==> src/rtl/uart_boot_pkg.sv <==
// Shared types and constants for the UART boot loader: FSM encodings and field widths.
package uart_boot_pkg;
    localparam int         LEN_W         = 16;
    localparam int         CSUM_W        = 8;
    localparam logic [7:0] SYNC_BYTE_DEF = 8'hA5;

    typedef enum logic [1:0] {
        RX_IDLE,
        RX_START,
        RX_DATA,
        RX_STOP
    } rx_state_t;

    typedef enum logic [2:0] {
        L_SYNC,
        L_LEN0,
        L_LEN1,
        L_DATA,
        L_CSUM,
        L_DONE,
        L_ERR
    } ld_state_t;
endpackage

==> src/rtl/uart_boot_loader_if.sv <==
// TCM write port driven by the boot loader.
// mem_we_o is a one-cycle strobe with no back-pressure: the TCM must accept the
// word on every cycle mem_we_o is high; address and data hold between strobes.
interface uart_boot_loader_if #(
    parameter int MEM_AW = 14
);
    logic              mem_we_o;
    logic [MEM_AW-1:0] mem_addr_o;
    logic [31:0]       mem_wdata_o;

    modport master (output mem_we_o, mem_addr_o, mem_wdata_o);
    modport slave  (input  mem_we_o, mem_addr_o, mem_wdata_o);
endinterface

==> src/rtl/uart_boot_rx.sv <==
// UART byte receiver: 2-flop synchronizer, mid-bit sampling, LSB-first deserializer.
module uart_boot_rx
    import uart_boot_pkg::*;
#(
    parameter int BAUD_DIV = 16
) (
    input  logic      clk_i,
    input  logic      rstn_i,
    input  logic      rxd_i,
    output logic [7:0] byte_o,
    output logic      byte_vld_o,
    output logic      frm_err_o,
    output rx_state_t rx_state_o
);
    localparam logic [15:0] HALF_LAST = 16'(BAUD_DIV / 2 - 1);
    localparam logic [15:0] FULL_LAST = 16'(BAUD_DIV - 1);

    logic        sync1, sync2, rxd_prev;
    rx_state_t   state_q, state_d;
    logic [15:0] cnt_q, cnt_d;
    logic [2:0]  bit_q, bit_d;
    logic [7:0]  sh_q, sh_d;
    logic        vld_d, err_d;

    always_ff @(posedge clk_i) begin
        if (!rstn_i) begin
            sync1      <= 1'b1;
            sync2      <= 1'b1;
            rxd_prev   <= 1'b1;
            state_q    <= RX_IDLE;
            cnt_q      <= '0;
            bit_q      <= '0;
            sh_q       <= '0;
            byte_vld_o <= 1'b0;
            frm_err_o  <= 1'b0;
        end else begin
            sync1      <= rxd_i;
            sync2      <= sync1;
            rxd_prev   <= sync2;
            state_q    <= state_d;
            cnt_q      <= cnt_d;
            bit_q      <= bit_d;
            sh_q       <= sh_d;
            byte_vld_o <= vld_d;
            frm_err_o  <= err_d;
        end
    end

    always_comb begin
        state_d = state_q;
        cnt_d   = cnt_q + 16'd1;
        bit_d   = bit_q;
        sh_d    = sh_q;
        vld_d   = 1'b0;
        err_d   = 1'b0;
        case (state_q)
            RX_IDLE: begin
                cnt_d = '0;
                if (rxd_prev && !sync2) state_d = RX_START;
            end
            RX_START: begin
                // A start bit that is high again at mid-bit was only a glitch.
                if (cnt_q == HALF_LAST) begin
                    cnt_d   = '0;
                    bit_d   = '0;
                    state_d = sync2 ? RX_IDLE : RX_DATA;
                end
            end
            RX_DATA: begin
                if (cnt_q == FULL_LAST) begin
                    cnt_d = '0;
                    sh_d  = {sync2, sh_q[7:1]};
                    bit_d = bit_q + 3'd1;
                    if (bit_q == 3'd7) state_d = RX_STOP;
                end
            end
            RX_STOP: begin
                if (cnt_q == FULL_LAST) begin
                    cnt_d   = '0;
                    vld_d   = sync2;
                    err_d   = !sync2;
                    state_d = RX_IDLE;
                end
            end
            default: state_d = RX_IDLE;
        endcase
    end

    assign byte_o     = sh_q;
    assign rx_state_o = state_q;
endmodule

==> src/rtl/uart_boot_loader.sv <==
// Receives a length-prefixed, XOR-checksummed program image over UART, writes it
// into the TCM and releases the core reset only once the image is verified.
module uart_boot_loader
    import uart_boot_pkg::*;
#(
    parameter int         BAUD_DIV  = 16,
    parameter int         MEM_AW    = 14,
    parameter logic [7:0] SYNC_BYTE = SYNC_BYTE_DEF
) (
    input  logic      clk_i,
    input  logic      rstn_i,
    input  logic      boot_en_i,
    input  logic      rxd_i,
    uart_boot_loader_if.master tcm,
    output logic      core_rstn_o,
    output logic      done_o,
    output logic      err_o,
    output ld_state_t ld_state_o,
    output rx_state_t rx_state_o
);
    localparam int unsigned LEN_MAX = 32'd1 << MEM_AW;

    logic [7:0] rx_byte;
    logic       rx_vld, rx_err;

    uart_boot_rx #(.BAUD_DIV(BAUD_DIV)) u_rx (
        .clk_i      (clk_i),
        .rstn_i     (rstn_i),
        .rxd_i      (rxd_i),
        .byte_o     (rx_byte),
        .byte_vld_o (rx_vld),
        .frm_err_o  (rx_err),
        .rx_state_o (rx_state_o)
    );

    ld_state_t          ld_q, ld_d;
    logic [CSUM_W-1:0]  csum_q, csum_d;
    logic [1:0]         bcnt_q, bcnt_d;
    logic [MEM_AW:0]    widx_q, widx_d, widx_next;
    logic [LEN_W-1:0]   len_q, len_d;
    logic [31:0]        asm_q, asm_d;
    logic               started_q;
    logic               we_q, we_d;
    logic [MEM_AW-1:0]  addr_q, addr_d;
    logic [31:0]        wdata_q, wdata_d;

    always_ff @(posedge clk_i) begin
        if (!rstn_i) begin
            ld_q        <= L_SYNC;
            csum_q      <= '0;
            bcnt_q      <= '0;
            widx_q      <= '0;
            len_q       <= '0;
            asm_q       <= '0;
            started_q   <= 1'b0;
            we_q        <= 1'b0;
            addr_q      <= '0;
            wdata_q     <= '0;
            core_rstn_o <= 1'b0;
            done_o      <= 1'b0;
            err_o       <= 1'b0;
        end else begin
            ld_q        <= ld_d;
            csum_q      <= csum_d;
            bcnt_q      <= bcnt_d;
            widx_q      <= widx_d;
            len_q       <= len_d;
            asm_q       <= asm_d;
            started_q   <= 1'b1;
            we_q        <= we_d;
            addr_q      <= addr_d;
            wdata_q     <= wdata_d;
            core_rstn_o <= (ld_d == L_DONE);
            done_o      <= (ld_d == L_DONE);
            err_o       <= (ld_d == L_ERR);
        end
    end

    assign widx_next = widx_q + {{MEM_AW{1'b0}}, 1'b1};

    always_comb begin
        ld_d    = ld_q;
        csum_d  = csum_q;
        bcnt_d  = bcnt_q;
        widx_d  = widx_q;
        len_d   = len_q;
        asm_d   = asm_q;
        we_d    = 1'b0;
        addr_d  = addr_q;
        wdata_d = wdata_q;
        case (ld_q)
            L_SYNC: begin
                // boot_en_i only matters in the very first cycle out of reset.
                if (!started_q) begin
                    if (!boot_en_i) ld_d = L_DONE;
                end else if (rx_vld && rx_byte == SYNC_BYTE) begin
                    ld_d   = L_LEN0;
                    csum_d = '0;
                    bcnt_d = '0;
                    widx_d = '0;
                end
            end
            L_LEN0: begin
                if (rx_err) ld_d = L_ERR;
                else if (rx_vld) begin
                    len_d[7:0] = rx_byte;
                    csum_d     = csum_q ^ rx_byte;
                    ld_d       = L_LEN1;
                end
            end
            L_LEN1: begin
                if (rx_err) ld_d = L_ERR;
                else if (rx_vld) begin
                    len_d  = {rx_byte, len_q[7:0]};
                    csum_d = csum_q ^ rx_byte;
                    if (32'(len_d) > LEN_MAX) ld_d = L_ERR;
                    else if (len_d == '0)     ld_d = L_CSUM;
                    else                      ld_d = L_DATA;
                end
            end
            L_DATA: begin
                if (rx_err) ld_d = L_ERR;
                else if (rx_vld) begin
                    csum_d                    = csum_q ^ rx_byte;
                    asm_d[{bcnt_q, 3'b000} +: 8] = rx_byte;
                    bcnt_d                    = bcnt_q + 2'd1;
                    if (bcnt_q == 2'd3) begin
                        we_d    = 1'b1;
                        addr_d  = widx_q[MEM_AW-1:0];
                        wdata_d = {rx_byte, asm_q[23:0]};
                        widx_d  = widx_next;
                        if (32'(widx_next) == 32'(len_q)) ld_d = L_CSUM;
                    end
                end
            end
            L_CSUM: begin
                if (rx_err) ld_d = L_ERR;
                else if (rx_vld) ld_d = (rx_byte == csum_q) ? L_DONE : L_ERR;
            end
            L_DONE, L_ERR: ld_d = ld_q;
            default: ld_d = L_ERR;
        endcase
    end

    assign tcm.mem_we_o    = we_q;
    assign tcm.mem_addr_o  = addr_q;
    assign tcm.mem_wdata_o = wdata_q;
    assign ld_state_o      = ld_q;

    // The receiver emits either a byte or a framing error per frame, never both.
    a_vld_err_excl: assert property (@(posedge clk_i) disable iff (!rstn_i) !(rx_vld && rx_err));
endmodule

==> src/flat_wrapper.sv <==
// flat-port wrapper written by rule: the top's interface ports become plain ports
module uart_boot_loader_flat import uart_boot_pkg::*;
#(
    parameter int         BAUD_DIV  = 16,
    parameter int         MEM_AW    = 14,
    parameter logic [7:0] SYNC_BYTE = SYNC_BYTE_DEF
)
  (clk_i, rstn_i, boot_en_i, rxd_i, core_rstn_o, done_o, err_o, ld_state_o, rx_state_o, tcm_mem_we_o, tcm_mem_addr_o, tcm_mem_wdata_o);
  uart_boot_loader_if #(.MEM_AW(MEM_AW)) tcm_i ();
  input  logic clk_i;
  input  logic rstn_i;
  input  logic boot_en_i;
  input  logic rxd_i;
  output logic core_rstn_o;
  output logic done_o;
  output logic err_o;
  output ld_state_t ld_state_o;
  output rx_state_t rx_state_o;
  output wire logic [$bits(tcm_i.mem_we_o)-1:0] tcm_mem_we_o;
  output wire logic [$bits(tcm_i.mem_addr_o)-1:0] tcm_mem_addr_o;
  output wire logic [$bits(tcm_i.mem_wdata_o)-1:0] tcm_mem_wdata_o;
  assign tcm_mem_we_o = tcm_i.mem_we_o;
  assign tcm_mem_addr_o = tcm_i.mem_addr_o;
  assign tcm_mem_wdata_o = tcm_i.mem_wdata_o;
  uart_boot_loader #(.BAUD_DIV(BAUD_DIV), .MEM_AW(MEM_AW), .SYNC_BYTE(SYNC_BYTE)) u_core (.clk_i(clk_i), .rstn_i(rstn_i), .boot_en_i(boot_en_i), .rxd_i(rxd_i), .tcm(tcm_i), .core_rstn_o(core_rstn_o), .done_o(done_o), .err_o(err_o), .ld_state_o(ld_state_o), .rx_state_o(rx_state_o));
endmodule
==> config.mk <==
export PLATFORM = sky130hd
export DESIGN_NAME = uart_boot_loader_flat
export DESIGN_NICKNAME = d
export VERILOG_FILES = /design/src/rtl/uart_boot_pkg.sv /design/src/rtl/uart_boot_loader_if.sv /design/src/rtl/uart_boot_rx.sv /design/src/rtl/uart_boot_loader.sv /design/src/flat_wrapper.sv
export SDC_FILE = /design/constraint.sdc
export NUM_CORES = 1
export LEC_CHECK = 0
export ABC_CLOCK_PERIOD_IN_PS = 2440
export BUFFER_PORTS_ARGS = -buffer_cell sky130_fd_sc_hd__buf_2
export CAP_MARGIN = 5
export CORE_UTILIZATION = 30
export DETAILED_ROUTE_END_ITERATION = 7
export GPL_TIMING_DRIVEN = 0
export SLEW_MARGIN = 0
export SYNTH_ARGS = -nofsm -noshare
export SYNTH_HDL_FRONTEND = slang
export SYNTH_SLANG_ARGS = --single-unit
==> constraint.sdc <==
create_clock -name clk_i -period 2.44 [get_ports clk_i]
set_clock_uncertainty 0.05 [all_clocks]
set_input_delay 0.488 -clock clk_i [delete_from_list [all_inputs] [get_ports clk_i]]
set_output_delay 0.488 -clock clk_i [all_outputs]
set_load 0.01 [all_outputs]
=== After elaboration in Yosys (flattened, before gate mapping) ===
Index checks and enable logic that the tools add are counted.

* Flip-flop bits (word level): 160
* Bits of input ports: 4
* Logic and storage cells: 143

* Add/sub/neg operators: 5
* Magnitude comparators: 1
* Equality and inequality tests: 30
* Shift-type cells: 2
* Mux-type cells: 53
* Bitwise gates (word level): 6
* Reduce and logical (&&, ||, !) cells: 24

{| class="wikitable"
|+ Operator list
! operator !! number
|-
| two-way mux 15 bit || 5
|-
| two-way mux 8 bit || 7
|-
| two-way mux 3 bit || 17
|-
| case mux 16 bit (3 select lines) || 1
|-
| bitwise mux 32 bit || 1
|-
| two-way mux 16 bit || 2
|-
| case mux 8 bit (2 select lines) || 2
|-
| variable shift 8 x 7 -> 32 bit, first input constant || 1
|-
| indexed part select 8 x 7 -> 32 bit || 1
|-
| case mux 15 bit (2 select lines) || 1
|-
| two-way mux 2 bit || 11
|-
| equality test 3 bit, second input constant || 6
|-
| case mux 3 bit (6 select lines) || 1
|-
| adder 16 x 1 -> 16 bit, second input constant || 1
|-
| equality test 15 x 16 -> 1 bit || 1
|-
| equality test 16 x 3 -> 1 bit, second input constant || 1
|-
| equality test 16 x 4 -> 1 bit, second input constant || 1
|-
| greater-than comparator 16 x 15 -> 1 bit, second input constant || 1
|-
| logical NOT 16 bit || 1
|-
| != test 2 bit, second input constant || 8
|-
| adder 15 x 1 -> 15 bit, second input constant || 1
|-
| AND reduction 5 bit || 3
|-
| AND reduction 3 bit || 4
|-
| equality test 8 bit || 1
|-
| 26 further kinds || 42
|}

=== Logic depth before layout (Yosys ltp) ===
Gate-level depths: netlist of the first run.

* Word-level depth: 8
* Gate-level depth with buffers: 9
* Depth with buffers taken out: 7

=== Modules after synthesis ===
From an unflattened synthesis of the first run, not the netlist that was laid out.

* Cell total of the unflattened synthesis: 848
* Area total of the unflattened synthesis: 6942.9 um2

{| class="wikitable"
|+ By module, submodules not included
! module !! instances !! cells an instance !! area each (um2) !! seq. area each (um2)
|-
| uart_boot_loader || 1 || 685 || 5436.5 || 2362.3
|-
| uart_boot_rx || 1 || 163 || 1506.4 || 680.7
|}

=== Worst setup path after synthesis of the first run ===
OpenSTA, ideal clock, no wires.

* Path type: register to register
* From: register u_core.widx_q[1]
* To: register u_core.err_o
* Library setup time: 0.103 ns
* Arrival time: 2.060 ns
* Setup slack: 0.227 ns
* Stages on the path, launching flop included: 10
* Period minus slack after synthesis: 2.213 ns
* Cell sequence: dfxtp_1 ha_1 buf_2 and3_4 buf_8 and4_1 o22ai_1 nor4_1 nand4_1 a2111oi_2

* Word-level cells in the longest chain between the ends: 8

{| class="wikitable"
|+ Ends and longest elaborated chain
! what !! line !! source
|-
| start: declaration || uart_boot_loader.sv:39 || <nowiki>logic [MEM_AW:0] widx_q, widx_d, widx_next;</nowiki>
|-
| start signal: assignment || uart_boot_loader.sv:66 || <nowiki>widx_q <= widx_d;</nowiki>
|-
| adder 15 x 1 -> 15 bit || uart_boot_loader.sv:79 || <nowiki>assign widx_next = widx_q + {{MEM_AW{1'b0}}, 1'b1};</nowiki>
|-
| equality test 15 x 16 -> 1 bit || uart_boot_loader.sv:132 || <nowiki>if (32'(widx_next) == 32'(len_q)) ld_d = L_CSUM;</nowiki>
|-
| two-way mux 3 bit || uart_boot_loader.sv:132 ||
|-
| two-way mux 3 bit || uart_boot_loader.sv:127 || <nowiki>if (bcnt_q == 2'd3) begin</nowiki>
|-
| two-way mux 3 bit || uart_boot_loader.sv:123 || <nowiki>else if (rx_vld) begin</nowiki>
|-
| two-way mux 3 bit || uart_boot_loader.sv:122 || <nowiki>if (rx_err) ld_d = L_ERR;</nowiki>
|-
| case mux 3 bit (6 select lines) || uart_boot_loader.sv:91 || <nowiki>case (ld_q)</nowiki>
|-
| equality test 3 bit || uart_boot_loader.sv:75 || <nowiki>err_o <= (ld_d == L_ERR);</nowiki>
|-
| end signal: assignment || uart_boot_loader.sv:75 ||
|-
| end: declaration || uart_boot_loader.sv:17 || <nowiki>output logic err_o,</nowiki>
|}

No other way between the ends.
A chain may end at the register's enable or synchronous reset.

=== Worst setup path in the final report of the first run ===
Same ends and word-level chain as after synthesis.

==> summary.md, run 1 <==
| Metric | Value |
|---|---|
| Final WL | 18400 um |
| Ys Warns | 0 |
| Setup CP Type | register to register |
| Switching share of total power | 0.220 |
| Die footprint | 23300 sq um |
| Inserted Diodes | 0 |
| Fmax achieved | 411 MHz |
| Worst R2R End | u_core.err_o |
| Dpl hpwl | 12700 um |
| Reg2reg path depth | 9 |
| Total of max-cap violations | 0 |
| Post-Layout Cell Count | 1209 |
| Worst Min Path Start | rstn_i |
| CP Max Fanout | 10 |
| Die height | 153 um |
| Filler Cells Inserted | 2335 |
| Dpl cells | 1175 |
| Routed len/inst | 15.2 um |
| Worst-margin pin slew | 0.904 ns |
| Via count | 6040 |
| Crit path DAT | 2.71 ns |
| Clock root cell | clkbuf_16 |
| Final antenna-violating net count | 0 |
| First-pass GRT wire length | 29800 um |
| Status | finished, violations left |
| Main synth FF type | dfxtp_1 |
| Initial core utilization | 0.309 |
| Nets@finish | 929 |
| Cell taking the most area after synthesis | dfxtp_1 |
| Power Dens Cells | 638 nW/um^2 |
| # DRC | 3 |
| Hold path cells | 1 |
| Cell variety after synth | 58 |
| Worst setup SP type | register |
| EDFF count, synth | 0 |
| CP endpoint kind | register |
| Failing checks | DRC |
| Mapped Cells | 837 |
| GRT Total Usage | 0.160 |
| Worst VDD drop | 0.474 mV |
| Setup violations, final | 0 |
| RSZ-0062 raised after global routing | true |
| Min Tclk post-route | 2.43 ns |
| Worst-path clk slew | 0.06 ns |
| Number of clock sinks | 152 |
| Reg2reg start | u_core.widx_q[1] |
| Seq/Total Area, Yosys | 0.447 |
| # rows | 54 |
| Static leakage | 3.02 nW |
| CTS H-tree depth | 4 |
| Worst reg-to-reg setup slack | 0.007 ns |
| P&R area growth vs syn | 19.5% |
| Seq cells post-synth | 152 |
| Clock Path Buffers | 2 |
| Inserted Clock Buffers | 17 |
| Flop pwr share | 0.481 |
| Vias per cell | 5.00 |
| Drt first pass iters | 8 |
| Top-count cell post-synth | dfxtp_1 |
| Synth cell count leaders | dfxtp_1, nand2_1, a21oi_1, nor2_1, clkbuf_1 |
| Antenna violations before repair | 1 |
| Tot Pwr | 5.19 mW |
| IO Port Bufs | 58 |
| Final Cycle Share | 0.997 |
| IO Pins | 59 |
| Synthesized area per cell | 8.13 sq um |
| Layout cells sized above 1 | 0.149 |
| Slew HR | 0.396 |
| Sw power | 1.14 mW |
| DRT iter0 DRCs | 406 |
| Fin. max-slew vios | 0 |
| WHS Endpoint | u_core.started_q |
| CTS tree | done |
| Synthesized Nets | 850 |
| Routability cong. | 0.851 |
| Core Area | 22000 sq um |
| Hold Path Class | input pin to register |
| Post-synth ARST share | 0 |
| Top cells by area, synth | dfxtp_1, a21oi_1, nand2_1, nor2_1, nand3_1 |
| Largest net degree at the start of global routing | 17 |
| Synthesized area | 6800 sq um |
| Internal Power | 4.04 mW |
| Required time at the worst-slack endpoint | 2.71 ns |
| Clock network fraction of design power | 0.496 |
| CP startpoint | u_core.widx_q[1] |
| Comb power frac | 0.023 |
| Clk_lat worst skew | 0.43 ns |
| Number of global-route vias before repair | 5658 |
| Final Hold Fails | 0 |
| Yosys top cell area share | 0.447 |
| Total grt overflow | 0 |
| Die Wd | 153 um |
[logic make-up after synthesis]
kind of cell	after synthesis	share of synthesized area
simple gates	379	0.276
compound gates	171	0.139
flops	152	0.447
buf+inv	69	0.0449
xor+xnor	40	0.0515
mux	17	0.0250
fa+ha+maj	9	0.0166
[sequential cells by signal, indices dropped and copies added, names as in the netlist, 2 cells and up, named ones only]
name                    count
u_core.asm_q               24
u_core.bcnt_q               2
u_core.csum_q               8
u_core.ld_state_o           3
u_core.len_q               16
u_core.tcm.mem_addr_o      14
u_core.tcm.mem_wdata_o     32
u_core.u_rx.bit_q           3
u_core.u_rx.byte_o          8
u_core.u_rx.cnt_q          16
u_core.widx_q              15
[layout by cell type, fill, tap and decap left out, types with 4 or more instances in the layout]
| cell type | instances |
|---|---|
| nand2_1 | 149 |
| a21oi_1 | 116 |
| or3_1 | 11 |
| ha_1 | 8 |
| nor3_1 | 7 |
| nand3b_1 | 17 |
| xnor2_1 | 22 |
| nand4_1 | 9 |
| nand4b_1 | 4 |
| clkinv_2 | 4 |
| clkbuf_16 | 17 |
| nor2_1 | 65 |
| o21ai_0 | 25 |
| mux2i_1 | 17 |
| nor2b_1 | 4 |
| inv_1 | 8 |
| nand2b_1 | 9 |
| xor2_1 | 18 |
| and2_1 | 4 |
| nand3_1 | 41 |
| clkinvlp_4 | 4 |
| and3_1 | 19 |
| dfxtp_1 | 151 |
| buf_2 | 67 |
| buf_4 | 8 |
| clkbuf_1 | 41 |
| nor4_1 | 13 |
[layer usage]
layer  track usage  wire length (um)  up-vias  share of wire
met3        0.0356               804       19          0.044
met2         0.257              8380      125           0.46
met4        0.0553               225        2          0.012
li1              -                 -     3054              -
met5             0                 8        -        0.00044
met1         0.212              8950     2840           0.49
[through the flow]
step / util / area (sq um) / hold WS, ns / setup slack (ns) / TNS, ns
after global routing: 0.369 / 8130 / 0.132 / -0.0558 / -0.0607
after detailed placement: 0.338 / 7440 / 0.371 / -0.275 / -11.32
after floorplan: - / 6800 / 0.336 / 0.227 / 0
final: 0.369 / 8130 / 0.135 / 0.00683 / 0
after global placement: 0.338 / 7440 / 0.351 / -0.240 / -11.20
after CTS: 0.365 / 8040 / 0.119 / 0.0143 / 0
[power groups by stage]
stage               Sequential (mW)  Combinational, mW  Clock [mW]
detailed placement             2.55              0.116           0
finish                         2.50              0.117        2.58
CTS                            2.50              0.117        2.64
global route                   2.49              0.130        2.73
global placement               2.55              0.116           0
floorplan                      2.55             0.0723           0
[how the worst max path moves through the flow]
stage	slack, ns	cells past startpoint	endpoint
2_1_floorplan	0.23	9	u_core.err_o
3_3_place_gp	-0.24	8	u_core.tcm.mem_wdata_o[24]
3_5_place_dp	-0.28	7	u_core.widx_q[8]
4_1_cts	0.01	9	u_core.err_o
5_1_grt	-0.06	7	u_core.err_o
6_report	0.007	9	u_core.err_o
[critical path: stages (launching register included)]
cell       delay, ns
dfxtp_4         0.39
ha_1            0.15
buf_4           0.15
and3_4          0.22
buf_8           0.13
nand3_1         0.12
nor4_1          0.22
o32a_1          0.26
nand4_1         0.23
a2111oi_2       0.42
[timing repair]
action / 4_1_cts / 5_1_grt
gates resized for setup: 9 / 18
pin swaps: 2 / 3
cloned: 0 / 0
endpoints found under the setup margin: 70 / 73
endpoints found under the hold margin: 0 / 0
buffers inserted: 0 / 3
hold buffers: 0 / 0
[cell type report]
cell class                      instances  area (sq um)  share of cell area
Buffer                                 60           282              0.0346
Clock buffer                           20           447              0.0549
Clock inverter                         12           128              0.0157
Inverter                                8          30.0             0.00369
Multi-Input combinational cell        616          3530               0.435
Sequential cell                       152          3050               0.375
Tap cell                              280           350              0.0431
Timing Repair Buffer                   61           313              0.0385
Note: power is estimated with default switching activity, not from simulation.
==> inputs of run 2 (changes only) <==
- ABC_AREA: not set -> 1
==> summary.md, run 2 <==
| Metric | Value |
|---|---|
| Status | complete, no violations |
| Inserted Clock Buffers | 17 |
| Cell area after layout | 7950 sq um |
| Most common cell after layout, fill and taps aside | dfxtp_1 |
| Dpl hpwl | 12900 um |
| Power Dens Cells | 729 nW/um^2 |
| Worst reg-to-reg setup slack | 0.19 ns |
| GRT Total Usage | 0.162 |
| Mapped Cells | 894 |
| Die height | 151 um |
| Initial core utilization | 0.307 |
| First-pass GRT wire length | 28500 um |
| Area after DPL | 7340 sq um |
| Worst R2R End | u_core.tcm.mem_wdata_o[26] |
| Routed len/inst | 14.1 um |
| Synthesized Nets | 907 |
| Min Tclk post-route | 2.25 ns |
| Hold_buf cts | 0 |
| Crit path cell chain | inv_1 -> nor2_1 -> inv_1 -> nor2_2 -> buf_2 -> buf_2 -> a21oi_1 |
| Post-synth ARST share | 0 |
| Largest net degree at the start of global routing | 17 |
| Ys Warns | 0 |
| Drt first pass iters | 5 |
| Hold path cells | 1 |
| Final WL | 17800 um |
| CTS tree | done |
| Die Wd | 151 um |
| Fin. max-slew vios | 0 |
| CP top delay family | buffers and inverters |
| Top-count cell post-synth | dfxtp_1 |
| Post-CTS sizing | 1 |
| Main synth FF type | dfxtp_1 |
| P&R area growth vs syn | 18.7% |
| Via count | 6080 |
| Nets@finish | 984 |
| CTS H-tree depth | 4 |
| WHS Endpoint | u_core.started_q |
| Fin Setup TNS | 0 ns |
| Fmax achieved | 444 MHz |
| Slew HR | 0.480 |
| Crit path DAT | 2.51 ns |
| EDFF count, synth | 0 |
| Reg2reg path depth | 7 |
| Dpl cells | 1232 |
| DRT iter0 DRCs | 350 |
| Crit-path slowest cell | dfxtp_1 |
| Number of global-route vias before repair | 5626 |
| Inserted Diodes | 0 |
| Worst setup SP type | register |
| Seq/Total Area, Yosys | 0.454 |
| Worst VDD drop | 0.433 mV |
| Vias per cell | 4.81 |
| RSZ-0062 raised after global routing | false |
| Hold Path Class | input pin to register |
| Top cells by area, synth | dfxtp_1, a21oi_1, o21ai_0, nand2_1, inv_1 |
| Static leakage | 3.19 nW |
| Synth cell count leaders | dfxtp_1, nand2_1, a21oi_1, o21ai_0, inv_1 |
| Postcts setup bufs | 0 |
| Multi-input gate area | 3110 sq um |
| Clock root cell | clkbuf_16 |
| Synthesized area per cell | 7.49 sq um |
| Routability cong. | 0.858 |
| Worst-margin pin slew | 0.780 ns |
| Commonest non-fill, non-tap cells in the layout | dfxtp_1, nand2_1, a21oi_1, o21ai_0, inv_1 |
| Required time at the worst-slack endpoint | 2.69 ns |
| Final Cycle Share | 0.924 |
| # DRC | 0 |
| Cell variety after synth | 42 |
| CP Max Fanout | 10 |
| Clk_lat worst skew | 0.44 ns |
| Filler Cells Inserted | 2287 |
| Setup CP Type | register to register |
| Setup violations, final | 0 |
| Post-Layout Cell Count | 1264 |
| Slowest stage delay, CP | 0.44 ns |
| Core Area | 21800 sq um |
| Total of max-cap violations | 0 |
| IO Pins | 59 |
| Crit path buf inv count | 4 |
| Worst Min Path Start | rstn_i |
| Reg2reg start | u_core.u_rx.byte_vld_o |
| Reg area | 3040 sq um |
| Largest register FFs | 32 |
| Clock Path Buffers | 2 |
| Final antenna-violating net count | 0 |
| Cell taking the most area after synthesis | dfxtp_1 |
| Yosys top cell area share | 0.454 |
| Antenna violations before repair | 0 |
| IO Port Bufs | 58 |
| WHS | 0.200 ns |
| CP endpoint kind | register |
| # rows | 54 |
| Total grt overflow | 0 |
| Number of clock sinks | 152 |
| Layout cells sized above 1 | 0.133 |
| Die footprint | 22900 sq um |
| Worst-path clk slew | 0.06 ns |
| Final Hold Fails | 0 |
| Synthesized area | 6700 sq um |
| Seq cells post-synth | 152 |
-- run 2: cell count changes after synthesis, sizes merged, moves of 9 or more --
cell and delta:
a21oi +9, and3 -21, clkbuf -20, inv +93, mux2i -17, nand2 -9
nand2b -9, nand3b -12, nand4 +12, nor2 +22, nor4 -15, o21ai +86
or3 -11, xnor2 -20
-- run 2: worst max-delay path by stage --
| stage | startpoint | end | slack (ns) | cells after the start |
|---|---|---|---|---|
| final | u_core.u_rx.byte_vld_o | u_core.tcm.mem_wdata_o[26] | 0.19 | 7 |
| after global routing | u_core.ld_state_o[1] | u_core.tcm.mem_wdata_o[22] | 0.007 | 7 |
| after CTS | u_core.u_rx.byte_vld_o | u_core.tcm.mem_wdata_o[26] | 0.20 | 7 |
| after detailed placement | u_core.u_rx.byte_vld_o | u_core.tcm.mem_addr_o[12] | -0.01 | 7 |
| after global placement | u_core.u_rx.byte_vld_o | u_core.tcm.mem_wdata_o[26] | 0.02 | 7 |
| after floorplan | u_core.widx_q[0] | u_core.core_rstn_o | 0.61 | 15 |
-- run 2: layer usage --
layer / track usage / share of wire / vias up
met1: 0.208 / 0.48 / 2820
met5: 0 / 0 / -
met3: 0.0419 / 0.037 / 18
li1: - / - / 3146
met2: 0.264 / 0.47 / 96
met4: 0.0445 / 0.011 / 0
-- run 2: stage by stage --
| stage | total power, mW | util | worst slack [ns] |
|---|---|---|---|
| after floorplan | 3.00 | - | 0.615 |
| after global placement | 3.14 | 0.336 | 0.0219 |
| after detailed placement | 3.14 | 0.336 | -0.0140 |
| after CTS | 5.84 | 0.364 | 0.201 |
| after global routing | 6.04 | 0.364 | 0.00653 |
| final | 5.80 | 0.364 | 0.186 |
-- run 2: logic make-up (layout without fill, tap and decap cells) --
| group | Yosys count | after routing | share of synthesized area |
|---|---|---|---|
| buf+inv | 138 | 228 | 0.0818 |
| flops | 152 | 152 | 0.454 |
| simple gates | 318 | 318 | 0.219 |
| fa+ha+maj | 9 | 9 | 0.0168 |
| compound gates | 261 | 261 | 0.205 |
| xor+xnor | 16 | 16 | 0.0230 |
-- run 2: report_power, final --
group          switching (mW)  internal [mW]  total [mW]
Combinational           0.349          0.160       0.509
Sequential             0.0516           2.53        2.58
Clock                    1.09           1.61        2.71
-- run 2: area by class of cell --
cell class | count | share of cell area
Tap cell | 280 | 0.0441
Multi-Input combinational cell | 604 | 0.391
Sequential cell | 152 | 0.383
Inverter | 102 | 0.0482
Timing Repair Buffer | 58 | 0.0365
Clock inverter | 14 | 0.0220
Clock buffer | 18 | 0.0540
Buffer | 36 | 0.0208
==> inputs of run 3 (changes only) <==
- CORE_UTILIZATION: 30 -> 59
- PLACE_DENSITY: not set -> 0.79
==> summary.md, run 3 (same netlist as run 2, synthesis figures left out) <==
| Metric | Value |
|---|---|
| Status | complete, no violations |
| Initial core utilization | 0.612 |
| Worst Min Path Start | rstn_i |
| Fmax achieved | 430 MHz |
| Final Hold Fails | 0 |
| Dpl hpwl | 11800 um |
| Worst setup SP type | register |
| Die height | 109 um |
| Routability cong. | 0.985 |
| Largest register FFs | 32 |
| Reg2reg start | u_core.u_rx.byte_vld_o |
| Routed len/inst | 14.8 um |
| Core Area | 10900 sq um |
| Postcts setup bufs | 0 |
| Total grt overflow | 0 |
| Post-Layout Cell Count | 1124 |
| Fin Setup TNS | 0 ns |
| Hold path cells | 1 |
| Vias per cell | 5.60 |
| Most common cell after layout, fill and taps aside | dfxtp_1 |
| Worst reg-to-reg setup slack | 0.11 ns |
| Worst R2R End | u_core.tcm.mem_wdata_o[26] |
| Inserted Diodes | 0 |
| Crit path DAT | 2.57 ns |
| CP endpoint kind | register |
| Fin. max-slew vios | 0 |
| Clock root cell | clkbuf_16 |
| Setup CP Type | register to register |
| RSZ-0062 raised after global routing | false |
| Final antenna-violating net count | 0 |
| Multi-input gate area | 3110 sq um |
| Inserted Clock Buffers | 17 |
| Worst-margin pin slew | 0.722 ns |
| Number of clock sinks | 152 |
| CTS tree | done |
| Nets@finish | 984 |
| Die Wd | 109 um |
| Power Dens Cells | 716 nW/um^2 |
| Reg2reg path depth | 7 |
| Layout cells sized above 1 | 0.129 |
| Min Tclk post-route | 2.33 ns |
| Dpl cells | 1092 |
| Die footprint | 11800 sq um |
| Final Cycle Share | 0.954 |
| Tot Pwr | 5.52 mW |
| Hold Path Class | input pin to register |
| Total of max-cap violations | 0 |
| CTS H-tree depth | 4 |
| Required time at the worst-slack endpoint | 2.68 ns |
| Clk_lat worst skew | 0.42 ns |
| P&R area growth vs syn | 15.2% |
| Antenna violations before repair | 0 |
| Final WL | 16700 um |
| WHS Endpoint | u_core.started_q |
| Worst-path clk slew | 0.06 ns |
| # rows | 38 |
| Worst VDD drop | 0.771 mV |
| Setup violations, final | 0 |
| DRT iter0 DRCs | 404 |
| Drt first pass iters | 6 |
| Static leakage | 3.15 nW |
| IO Port Bufs | 58 |
| Clock Path Buffers | 2 |
| Filler Cells Inserted | 952 |
| Reg area | 3040 sq um |
| Largest net degree at the start of global routing | 17 |
| IO Pins | 59 |
| CP Max Fanout | 10 |
| First-pass GRT wire length | 26700 um |
| Slew HR | 0.519 |
| GRT Total Usage | 0.292 |
| Commonest non-fill, non-tap cells in the layout | dfxtp_1, nand2_1, a21oi_1, o21ai_0, inv_1 |
| # DRC | 0 |
| Via count | 6300 |
| Number of global-route vias before repair | 5663 |
[run 3: cell count changes in the layout (fill, tap and decap cells not counted)]
| cell | delta |
|---|---|
| inv_6 | +1 |
| bufinv_16 | -2 |
| o21ai_0 | -1 |
| clkbuf_1 | +3 |
| clkinv_4 | -5 |
| nor2_2 | -1 |
| clkbuf_8 | +1 |
| o21ai_1 | +1 |
| clkinvlp_4 | +2 |
| nor2_1 | +1 |
[run 3: cell type report]
| type | instances | area share |
|---|---|---|
| plain buffers | 36 | 0.0214 |
| clock buffers | 22 | 0.0589 |
| clock inverters | 10 | 0.0123 |
| inverters | 102 | 0.0496 |
| multi-input cells | 604 | 0.403 |
| flip-flops and latches | 152 | 0.394 |
| well taps | 140 | 0.0227 |
| repair buffers | 58 | 0.0376 |
[run 3: layer usage]
layer  track usage  wire length, um  vias to the layer above
li1              -                -                     3143
met1         0.378             7620                     2917
met2         0.479             7720                      200
met3        0.0555              895                       40
met4         0.115              438                        0
met5             0                0                        -
[run 3: worst max-delay path by stage]
stage                      startpoint                         end  slack (ns)  cells past startpoint
3_3_place_gp   u_core.u_rx.byte_vld_o  u_core.tcm.mem_wdata_o[24]        0.21                      7
5_1_grt        u_core.u_rx.byte_vld_o  u_core.tcm.mem_wdata_o[23]        0.02                      7
3_5_place_dp     u_core.ld_state_o[1]    u_core.tcm.mem_addr_o[7]        0.22                      7
6_report       u_core.u_rx.byte_vld_o  u_core.tcm.mem_wdata_o[26]        0.11                      7
4_1_cts          u_core.ld_state_o[1]            u_core.asm_q[23]        0.10                      8
2_1_floorplan        u_core.widx_q[0]          u_core.core_rstn_o        0.61                     15
[run 3: timing repair]
| item | 4_1_cts | 5_1_grt |
|---|---|---|
| setup endpoints to repair | 0 | 2 |
| resized for setup | 0 | 2 |
| hold buffers | 0 | 0 |
[run 3: critical path, cell delays in order, from the launching register on]
cell and delay, ns:
dfxtp_1 0.44, inv_1 0.06, nor2_1 0.23, inv_1 0.20
nor2_1 0.49, buf_2 0.33, buf_2 0.27, a21oi_1 0.11
[run 3: stage by stage]
stage | hold slack, ns | area [sq um] | setup WS, ns | utilization
after floorplan | 0.343 | 6700 | 0.615 | -
after CTS | 0.179 | 7710 | 0.104 | 0.705
after global routing | 0.195 | 7710 | 0.0216 | 0.705
final | 0.190 | 7710 | 0.113 | 0.705
after global placement | 0.345 | 7160 | 0.211 | 0.655
after detailed placement | 0.365 | 7160 | 0.218 | 0.655
[run 3: where the power goes]
part,switching [mW],internal [mW],total [mW],leakage (nW)
clock network,1.01,1.43,2.44,0.253
registers,0.0514,2.53,2.58,1.23
logic,0.345,0.161,0.505,1.67
